$ cat src/rtl/cache_mem_arbiter.sv
`default_nettype none
// ============================================================================
// Module   : cache_mem_arbiter
// Purpose  : Shares one burst memory port between the icache (reads) and the
//            dcache (reads + write-backs). Reads go through a single
//            outstanding sequencer with round-robin arbitration. Writes go
//            through a one-entry buffer that splits a 128-bit line into four
//            32-bit beats. A dcache read that targets the line held in the
//            write buffer is held off until that write-back has completed.
// Ports    : clk, reset            clock / async active-high reset
//            i_rd_* / d_rd_*       client read requests and handshakes
//            i_ret_* / d_ret_*     per-client return beat valid / last
//            cli_ret_data          return data shared by both clients
//            d_wr_*                dcache write request and buffer ready
//            mem_rd_* / mem_ret_*  downstream read address / return channel
//            mem_wr_*              downstream write beat / response channel
// Revision : 1.0 - initial release
// ============================================================================
module cache_mem_arbiter (
  input  logic          clk,
  input  logic          reset,
  // client read side
  input  logic          i_rd_req,
  input  logic [2:0]    i_rd_type,
  input  logic [31:0]   i_rd_addr,
  output logic          i_rd_rdy,
  input  logic          d_rd_req,
  input  logic [2:0]    d_rd_type,
  input  logic [31:0]   d_rd_addr,
  output logic          d_rd_rdy,
  output logic          i_ret_valid,
  output logic [1:0]    i_ret_last,
  output logic          d_ret_valid,
  output logic [1:0]    d_ret_last,
  output logic [31:0]   cli_ret_data,
  // client write side
  input  logic          d_wr_req,
  input  logic [2:0]    d_wr_type,
  input  logic [31:0]   d_wr_addr,
  input  logic [3:0]    d_wr_wstrb,
  input  logic [127:0]  d_wr_data,
  output logic          d_wr_rdy,
  // downstream read
  output logic          mem_rd_req,
  output logic [31:0]   mem_rd_addr,
  output logic [1:0]    mem_rd_len,
  input  logic          mem_rd_rdy,
  input  logic          mem_ret_valid,
  input  logic          mem_ret_last,
  input  logic [31:0]   mem_ret_data,
  // downstream write
  output logic          mem_wr_req,
  output logic [31:0]   mem_wr_addr,
  output logic [1:0]    mem_wr_len,
  output logic [3:0]    mem_wr_strb,
  output logic [31:0]   mem_wr_data,
  output logic          mem_wr_last,
  input  logic          mem_wr_rdy,
  input  logic          mem_wr_done
);

  localparam logic [2:0] TYPE_LINE = 3'b100;
  localparam logic       GNT_I     = 1'b0;
  localparam logic       GNT_D     = 1'b1;

  typedef enum logic [1:0] {
    R_IDLE = 2'd0,
    R_REQ  = 2'd1,
    R_DATA = 2'd2
  } rd_state_t;

  typedef enum logic [1:0] {
    W_IDLE = 2'd0,
    W_DATA = 2'd1,
    W_RESP = 2'd2
  } wr_state_t;

  // --------------------------------------------------------------------------
  // Read sequencer state
  // --------------------------------------------------------------------------
  rd_state_t    rd_state_q, rd_state_d;
  logic [31:0]  rd_addr_q, rd_addr_d;
  logic [1:0]   rd_len_q, rd_len_d;
  logic         grant_q, grant_d;
  logic         last_grant_q, last_grant_d;

  // --------------------------------------------------------------------------
  // Write buffer state
  // --------------------------------------------------------------------------
  wr_state_t    wr_state_q, wr_state_d;
  logic [31:0]  wr_addr_q, wr_addr_d;
  logic [1:0]   wr_len_q, wr_len_d;
  logic         wr_line_q, wr_line_d;
  logic [3:0]   wr_strb_q, wr_strb_d;
  logic [127:0] wr_data_q, wr_data_d;
  logic [1:0]   wr_cnt_q, wr_cnt_d;

  logic         wr_accept;
  logic         rd_hazard;
  logic         i_elig;
  logic         d_elig;
  logic         rd_win_d;
  logic         ret_fwd;

  // The buffer is considered occupied from the accept cycle itself until the
  // write response, so a dcache refill can never slip past the write-back of
  // the same line, even when both are presented together.
  assign wr_accept = (wr_state_q == W_IDLE) && d_wr_req;
  assign rd_hazard = ((wr_state_q != W_IDLE) && (d_rd_addr[31:4] == wr_addr_q[31:4])) ||
                     (wr_accept && (d_rd_addr[31:4] == d_wr_addr[31:4]));

  assign i_elig = i_rd_req;
  assign d_elig = d_rd_req && !rd_hazard;

  // --------------------------------------------------------------------------
  // Read FSM: next state and handshake outputs
  // --------------------------------------------------------------------------
  always_comb begin
    rd_state_d   = rd_state_q;
    rd_addr_d    = rd_addr_q;
    rd_len_d     = rd_len_q;
    grant_d      = grant_q;
    last_grant_d = last_grant_q;
    rd_win_d     = 1'b0;
    i_rd_rdy     = 1'b0;
    d_rd_rdy     = 1'b0;
    mem_rd_req   = 1'b0;

    unique case (rd_state_q)
      R_IDLE: begin
        if (i_elig || d_elig) begin
          // dcache wins when it is alone, or on a tie when icache went last.
          rd_win_d     = d_elig && (!i_elig || (last_grant_q == GNT_I));
          i_rd_rdy     = !rd_win_d;
          d_rd_rdy     = rd_win_d;
          rd_addr_d    = rd_win_d ? d_rd_addr : i_rd_addr;
          rd_len_d     = ((rd_win_d ? d_rd_type : i_rd_type) == TYPE_LINE) ? 2'd3 : 2'd0;
          grant_d      = rd_win_d ? GNT_D : GNT_I;
          last_grant_d = rd_win_d ? GNT_D : GNT_I;
          rd_state_d   = R_REQ;
        end
      end
      R_REQ: begin
        mem_rd_req = 1'b1;
        if (mem_rd_rdy) begin
          rd_state_d = R_DATA;
        end
      end
      R_DATA: begin
        if (mem_ret_valid && mem_ret_last) begin
          rd_state_d = R_IDLE;
        end
      end
      default: begin
        rd_state_d = R_IDLE;
      end
    endcase
  end

  always_ff @(posedge clk or posedge reset) begin
    if (reset) begin
      rd_state_q   <= R_IDLE;
      rd_addr_q    <= 32'd0;
      rd_len_q     <= 2'd0;
      grant_q      <= GNT_I;
      last_grant_q <= GNT_D;
    end else begin
      rd_state_q   <= rd_state_d;
      rd_addr_q    <= rd_addr_d;
      rd_len_q     <= rd_len_d;
      grant_q      <= grant_d;
      last_grant_q <= last_grant_d;
    end
  end

  assign mem_rd_addr = rd_addr_q;
  assign mem_rd_len  = rd_len_q;

  // Return beats pass straight through to the granted client; anything the
  // memory presents outside the data phase is dropped.
  assign ret_fwd      = (rd_state_q == R_DATA) && mem_ret_valid;
  assign i_ret_valid  = ret_fwd && (grant_q == GNT_I);
  assign d_ret_valid  = ret_fwd && (grant_q == GNT_D);
  assign i_ret_last   = {1'b0, i_ret_valid && mem_ret_last};
  assign d_ret_last   = {1'b0, d_ret_valid && mem_ret_last};
  assign cli_ret_data = ret_fwd ? mem_ret_data : 32'd0;

  // --------------------------------------------------------------------------
  // Write FSM
  // --------------------------------------------------------------------------
  always_comb begin
    wr_state_d = wr_state_q;
    wr_addr_d  = wr_addr_q;
    wr_len_d   = wr_len_q;
    wr_line_d  = wr_line_q;
    wr_strb_d  = wr_strb_q;
    wr_data_d  = wr_data_q;
    wr_cnt_d   = wr_cnt_q;

    unique case (wr_state_q)
      W_IDLE: begin
        if (d_wr_req) begin
          wr_addr_d  = d_wr_addr;
          wr_line_d  = (d_wr_type == TYPE_LINE);
          wr_len_d   = (d_wr_type == TYPE_LINE) ? 2'd3 : 2'd0;
          wr_strb_d  = d_wr_wstrb;
          wr_data_d  = d_wr_data;
          wr_cnt_d   = 2'd0;
          wr_state_d = W_DATA;
        end
      end
      W_DATA: begin
        if (mem_wr_rdy) begin
          if (wr_cnt_q == wr_len_q) begin
            wr_state_d = W_RESP;
          end else begin
            wr_cnt_d = wr_cnt_q + 2'd1;
          end
        end
      end
      W_RESP: begin
        if (mem_wr_done) begin
          wr_state_d = W_IDLE;
        end
      end
      default: begin
        wr_state_d = W_IDLE;
      end
    endcase
  end

  always_ff @(posedge clk or posedge reset) begin
    if (reset) begin
      wr_state_q <= W_IDLE;
      wr_addr_q  <= 32'd0;
      wr_len_q   <= 2'd0;
      wr_line_q  <= 1'b0;
      wr_strb_q  <= 4'd0;
      wr_data_q  <= 128'd0;
      wr_cnt_q   <= 2'd0;
    end else begin
      wr_state_q <= wr_state_d;
      wr_addr_q  <= wr_addr_d;
      wr_len_q   <= wr_len_d;
      wr_line_q  <= wr_line_d;
      wr_strb_q  <= wr_strb_d;
      wr_data_q  <= wr_data_d;
      wr_cnt_q   <= wr_cnt_d;
    end
  end

  assign d_wr_rdy    = (wr_state_q == W_IDLE);
  assign mem_wr_req  = (wr_state_q == W_DATA);
  assign mem_wr_addr = wr_addr_q;
  assign mem_wr_len  = wr_len_q;
  assign mem_wr_strb = mem_wr_req ? (wr_line_q ? 4'hf : wr_strb_q) : 4'h0;
  assign mem_wr_data = mem_wr_req ? wr_data_q[{wr_cnt_q, 5'd0} +: 32] : 32'd0;
  assign mem_wr_last = mem_wr_req && (wr_cnt_q == wr_len_q);

endmodule
`default_nettype wire

$ cat config.mk
export PLATFORM = sky130hd
export DESIGN_NAME = cache_mem_arbiter
export DESIGN_NICKNAME = d
export VERILOG_FILES = /design/src/rtl/cache_mem_arbiter.sv
export SDC_FILE = /design/constraint.sdc
export NUM_CORES = 1
export LEC_CHECK = 0
export CORE_ASPECT_RATIO = 0.8
export CORE_MARGIN = 2
export CORE_UTILIZATION = 40
export DETAILED_ROUTE_END_ITERATION = 8
export PLACE_DENSITY = 0.81
export SLEW_MARGIN = 0
export SYNTH_ARGS = -nofsm -noshare
export SYNTH_HDL_FRONTEND = slang
export SYNTH_SLANG_ARGS = --single-unit
$ cat constraint.sdc
create_clock -name clk -period 9.6 [get_ports clk]
set_input_delay 1.44 -clock clk [delete_from_list [all_inputs] [get_ports clk]]
set_output_delay 1.44 -clock clk [all_outputs]
set_load 0.02 [all_outputs]
-- Yosys cells after proc, flatten, opt, wreduce, memory -nomap -nowiden
Cells that the tools add are included.
W data, S select, Z words.
- register bits after elaboration: 209
- bits of input ports: 279
- output and inout port bits: 148
- logic and storage cells: 87
- add/subtract/negate cells: 1
- equality and inequality tests: 17
- shifts and indexed selects: 1
- muxes and demuxes: 27
- bitwise operators: 2
- reduce and logical (&&, ||, !) cells: 27
- operator list (operator ; count):
    $shiftx A128 B8 Y32 ; 1
    $mux W32 ; 3
    $eq A28 B28 Y1 ; 2
    $mux W2 ; 12
    $logic_and A1 B1 Y1 ; 12
    $ne A2 B2 Y1 const B ; 6
    $pmux W2 S3 ; 2
    $mux W4 ; 2
    $reduce_and A4 Y1 ; 2
    $eq A3 B3 Y1 const B ; 2
    $mux W1 ; 6
    $eq A2 B1 Y1 const B ; 2
    $eq A2 B2 Y1 const B ; 2
    $logic_not A2 Y1 ; 2
    $ne A2 B1 Y1 const B ; 2
    $pmux W2 S2 ; 1
    $reduce_and A2 Y1 ; 2
    $reduce_bool A2 Y1 ; 2
    $logic_not A1 Y1 ; 3
    $logic_or A1 B1 Y1 ; 3
    $mux W3 ; 1
    $reduce_and A3 Y1 ; 1
    $add A2 B1 Y2 const B ; 1
    $eq A2 B2 Y1 ; 1
    $not A1 Y1 ; 2

-- Depth between registers and ports, before layout
- depth in word-level cells: 10
- mapped depth: 11
- mapped depth without buffers: 7

-- Worst setup path after synthesis
OpenSTA, ideal clock, no wires.
- path kind: input to output
- start: input port d_rd_addr[22]
- end: output port i_rd_rdy
- data arrival time: 3.062 ns
- data required time: 8.160 ns
- path slack: 5.098 ns
- stages on the path: 7
- path buffers: 1
- cell sequence: xor2_1 > nor4_2 > nand4_1 > o41ai_4 > o311ai_1 > clkbuf_1 > inv_1
- longest elaborated chain between the ends: 9
- ends and longest elaborated chain (what ; RTL line ; source):
    from (decl) ; 29 ; input logic [31:0] d_rd_addr,
    $eq A28 B28 Y1, on equally long branches ; 109, 110 ;
    $logic_and A1 B1 Y1, on equally long branches ; 109, 110 ;
    $logic_or A1 B1 Y1 * ; 109 ; assign rd_hazard = ((wr_state_q != W_IDLE) && (d_rd_addr[31:4] == wr_addr_q[31:4])) ||
    $logic_not A1 Y1 * ; 113 ; assign d_elig = d_rd_req && !rd_hazard;
    $logic_and A1 B1 Y1 * ; 113 ;
    $logic_and A1 B1 Y1 ; 133 ; rd_win_d = d_elig && (!i_elig || (last_grant_q == GNT_I));
    $logic_not A1 Y1 ; 134 ; i_rd_rdy = !rd_win_d;
    $mux W1 * ; 131 ; if (i_elig || d_elig) begin
    $mux W1 * ; 129 ; unique case (rd_state_q)
    to (decl) ; 26 ; output logic i_rd_rdy,
Mark *: on every way between the ends. The rest lies on a longest branch, timed or not.

-- Final worst setup path
- start: input port d_rd_addr[8]
- end: output port d_rd_rdy
- longest elaborated chain between the ends: 8
- ends and longest elaborated chain (what ; RTL line ; source):
    $eq A28 B28 Y1, on equally long branches ; 109, 110 ;
    $logic_and A1 B1 Y1, on equally long branches ; 109, 110 ;
    $logic_or A1 B1 Y1 * ; 109 ;
    $logic_not A1 Y1 * ; 113 ;
    $logic_and A1 B1 Y1 * ; 113 ;
    $logic_and A1 B1 Y1 or $logic_or A1 B1 Y1 (tied branches) ; 133, 131 ;
    $mux W1 * ; 131 ;
    $mux W1 * ; 129 ;
    to (decl) ; 30 ; output logic d_rd_rdy,
Marks and branches as above.

==> impl_metrics.tcl <==
set metrics [dict create \
    outcome "completed" \
    hold_violations 0 \
    first_pass_iters 5 \
    drv_slew 0 \
    die_w_um 180 \
    cts_buffer_depth 3 \
    synth.distinct_cells 40 \
    syn_area_um2 9960 \
    drc 0 \
    gp_congestion 0.879 \
    core_area_um2 24400 \
    fmax_mhz 168 \
    rows 51 \
    fillers 1887 \
    ir_drop_mv 0.150 \
    vias 7708 \
    root_buffer "clkbuf_16" \
    worst-endpoint-arrival_ns 4.51 \
    grt_pass1_vias 8151 \
    synthArstFlopShare_pct 100 \
    place_hpwl_um 23700 \
    clock_skew_ns 0.0116 \
    syn_area_per_cell_um2 13.1 \
    ys_seq_area_share_pct 51.8 \
    synth_commonest_cells "dfrtp_1, mux2_2, nor2_1, clkbuf_1, inv_1" \
    clock-sinks 206 \
    area_growth_pct 52.1 \
    grt_use_total_pct 23.8 \
    post_drt_wl_per_cell_um 21.3 \
    via_per_inst 5.16 \
    cts_tree "built" \
    pwr_density_cell_nw_per_um2 326 \
    instances_no_fill 1495 \
    syn_inst 761 \
    die-area_um2 26200 \
    slew_headroom_pct 24.3 \
    cp_max_fo 34 \
    portBuffers 424 \
    finalCriticalPeriod_ns 5.95 \
    synth_ff_type "dfrtp_1" \
    grt_setup_unrepaired "false" \
    synth_most_common_cell "dfrtp_1" \
    fin_nets 1443 \
    cp-start-kind "input port" \
    path_clk_slew_ns 0.06 \
    crit_type "in -> out" \
    post-route-period-util_pct 62.0 \
    worstMarginPinSlew_ns 1.13 \
    yosysWarnings 0 \
    routed_wl_um 31800 \
    synth-seq-cells 206 \
    insertion_delay_ns 0.50 \
    postCtsHoldBufs 0 \
    cts-buffers-inserted 23 \
    setup_viol 0 \
    drive_gt1_share_pct 21.4 \
    ios 427 \
    finalSetupTns_ns 0 \
    cts_resized 0 \
    yosysTopAreaCellShare_pct 51.5 \
    min-delay-path-class "reg -> reg" \
    antenna_left 0 \
    total_power_w 0.00494 \
    fp.dieH_um 145 \
    max_cap_violations 0 \
    grt-ovfl-total 0 \
    placed_cells 1457 \
    yosysTopAreaCell "dfrtp_1" \
    synth_edf_count 0 \
    grt_pass1_wl_um 48600 \
    drt-initial-drc-count 434 \
    grt_max_degree 137 \
    cts_max_level 1 \
    power.leakage_nw 6.28 \
    post_cts_buffers 0 \
    start_util_pct 40.9 \
    antenna_found_initial 2 \
    endpoint_kind "primary output" \
    synth_area_leaders "dfrtp_1, mux2_2, mux4_2, a221o_1, xor2_1" \
    cp_data_required_time_ns 8.16 \
    whs_ns 0.501 \
]
## layout by cell type (no fill, tap or decap), types with 7 or more instances in the layout
master,n
a221o_1,32
and3_1,34
buf_4,7
clkbuf_16,23
clkdlybuf4s50_1,424
dfrtp_1,203
inv_1,36
mux2_2,164
mux4_2,32
nand2_1,9
nand4_1,7
nor2_1,50
nor2b_1,33
xnor2_1,20
xor2_1,36
## layout make-up
type | count | area (um2) | share of cell area, %
Sequential cell | 206 | 5160 | 34.1
Multi-Input combinational cell | 465 | 4430 | 29.3
Timing Repair Buffer | 431 | 4300 | 28.4
Clock buffer | 31 | 656 | 4.33
Tap cell | 318 | 398 | 2.63
Inverter | 37 | 146 | 0.966
Clock inverter | 6 | 57.6 | 0.380
Antenna cell | 1 | 2.50 | 0.0165
## stage by stage
| step | area [um2] | utilization [%] | setup WS [ns] |
|---|---|---|---|
| floorplan | 9960 | - | 2.54 |
| global placement | 14400 | 59.2 | 3.68 |
| detailed placement | 14400 | 59.2 | 3.69 |
| CTS | 15100 | 62.1 | 3.68 |
| global route | 15100 | 62.1 | 3.53 |
| finish | 15100 | 62.1 | 3.65 |
## power by group
group	internal, W	total, W	switching, W
logic	0.00135	0.00247	0.00112
clock network	0.000500	0.000840	0.000340
registers	0.00132	0.00163	0.000316
total	0.00317	0.00494	0.00177
## critical path: stages
cell             delay, ns
clkdlybuf4s50_1       0.50
xor2_1                0.21
nor4_1                0.46
nand4_1               0.23
nor4_2                0.63
nor3_2                0.11
and2_4                0.32
clkdlybuf4s50_1       0.59
## sequential cells by signal, indices dropped and copies added (netlist names)
| signal | flops |
|---|---|
| mem_rd_len | 1 |
| wr_strb_q | 4 |
| mem_wr_addr | 32 |
| grant_q | 1 |
| rd_state_q | 2 |
| wr_cnt_q | 2 |
| mem_rd_addr | 32 |
| mem_wr_len | 1 |
| wr_data_q | 128 |
| wr_state_q | 2 |
| last_grant_q | 1 |
## routing by layer
metal,share of wire (%),GRT usage [%],vias to the layer above,wire length (um)
li1,-,-,3508,-
met1,40,30.3,3820,12900
met2,48,39.3,312,15300
met3,7.2,5.65,66,2300
met4,4.2,8.91,2,1350
met5,0.041,0,-,13
## path summary, 6_finish.rpt
kind / from / cells past startpoint / slack [ns] / to
max: d_rd_addr[8] / 8 / 3.65 / d_rd_rdy
min: wr_data_q[71]$_DFFE_PP0P_ / 1 / 0.50 / wr_data_q[71]$_DFFE_PP0P_
max reg2reg: mem_wr_addr[15]$_DFFE_PP0P_ / 8 / 6.51 / mem_rd_addr[11]$_DFFE_PP0P_
min reg2reg: wr_data_q[71]$_DFFE_PP0P_ / 1 / 0.50 / wr_data_q[71]$_DFFE_PP0P_
max in group asynchronous: reset / 3 / 6.44 / mem_rd_addr[18]$_DFFE_PP0P_
min in group asynchronous: reset / 2 / 1.53 / mem_rd_addr[12]$_DFFE_PP0P_
## kinds of logic (layout without fill, tap and decap cells)
kind of cell	count (synthesis)	in the layout	synth area share (%)
xor gates and xnor gates	56	56	4.92
buffers and inverters	91	505	3.97
and+or+nand+nor	161	161	8.91
muxes	197	197	25.9
other	1	3	0.0377
AOI/OAI and AO/OA	49	49	4.51
DFF	206	206	51.8
No activity file was read; power rests on OpenSTA's default activity.
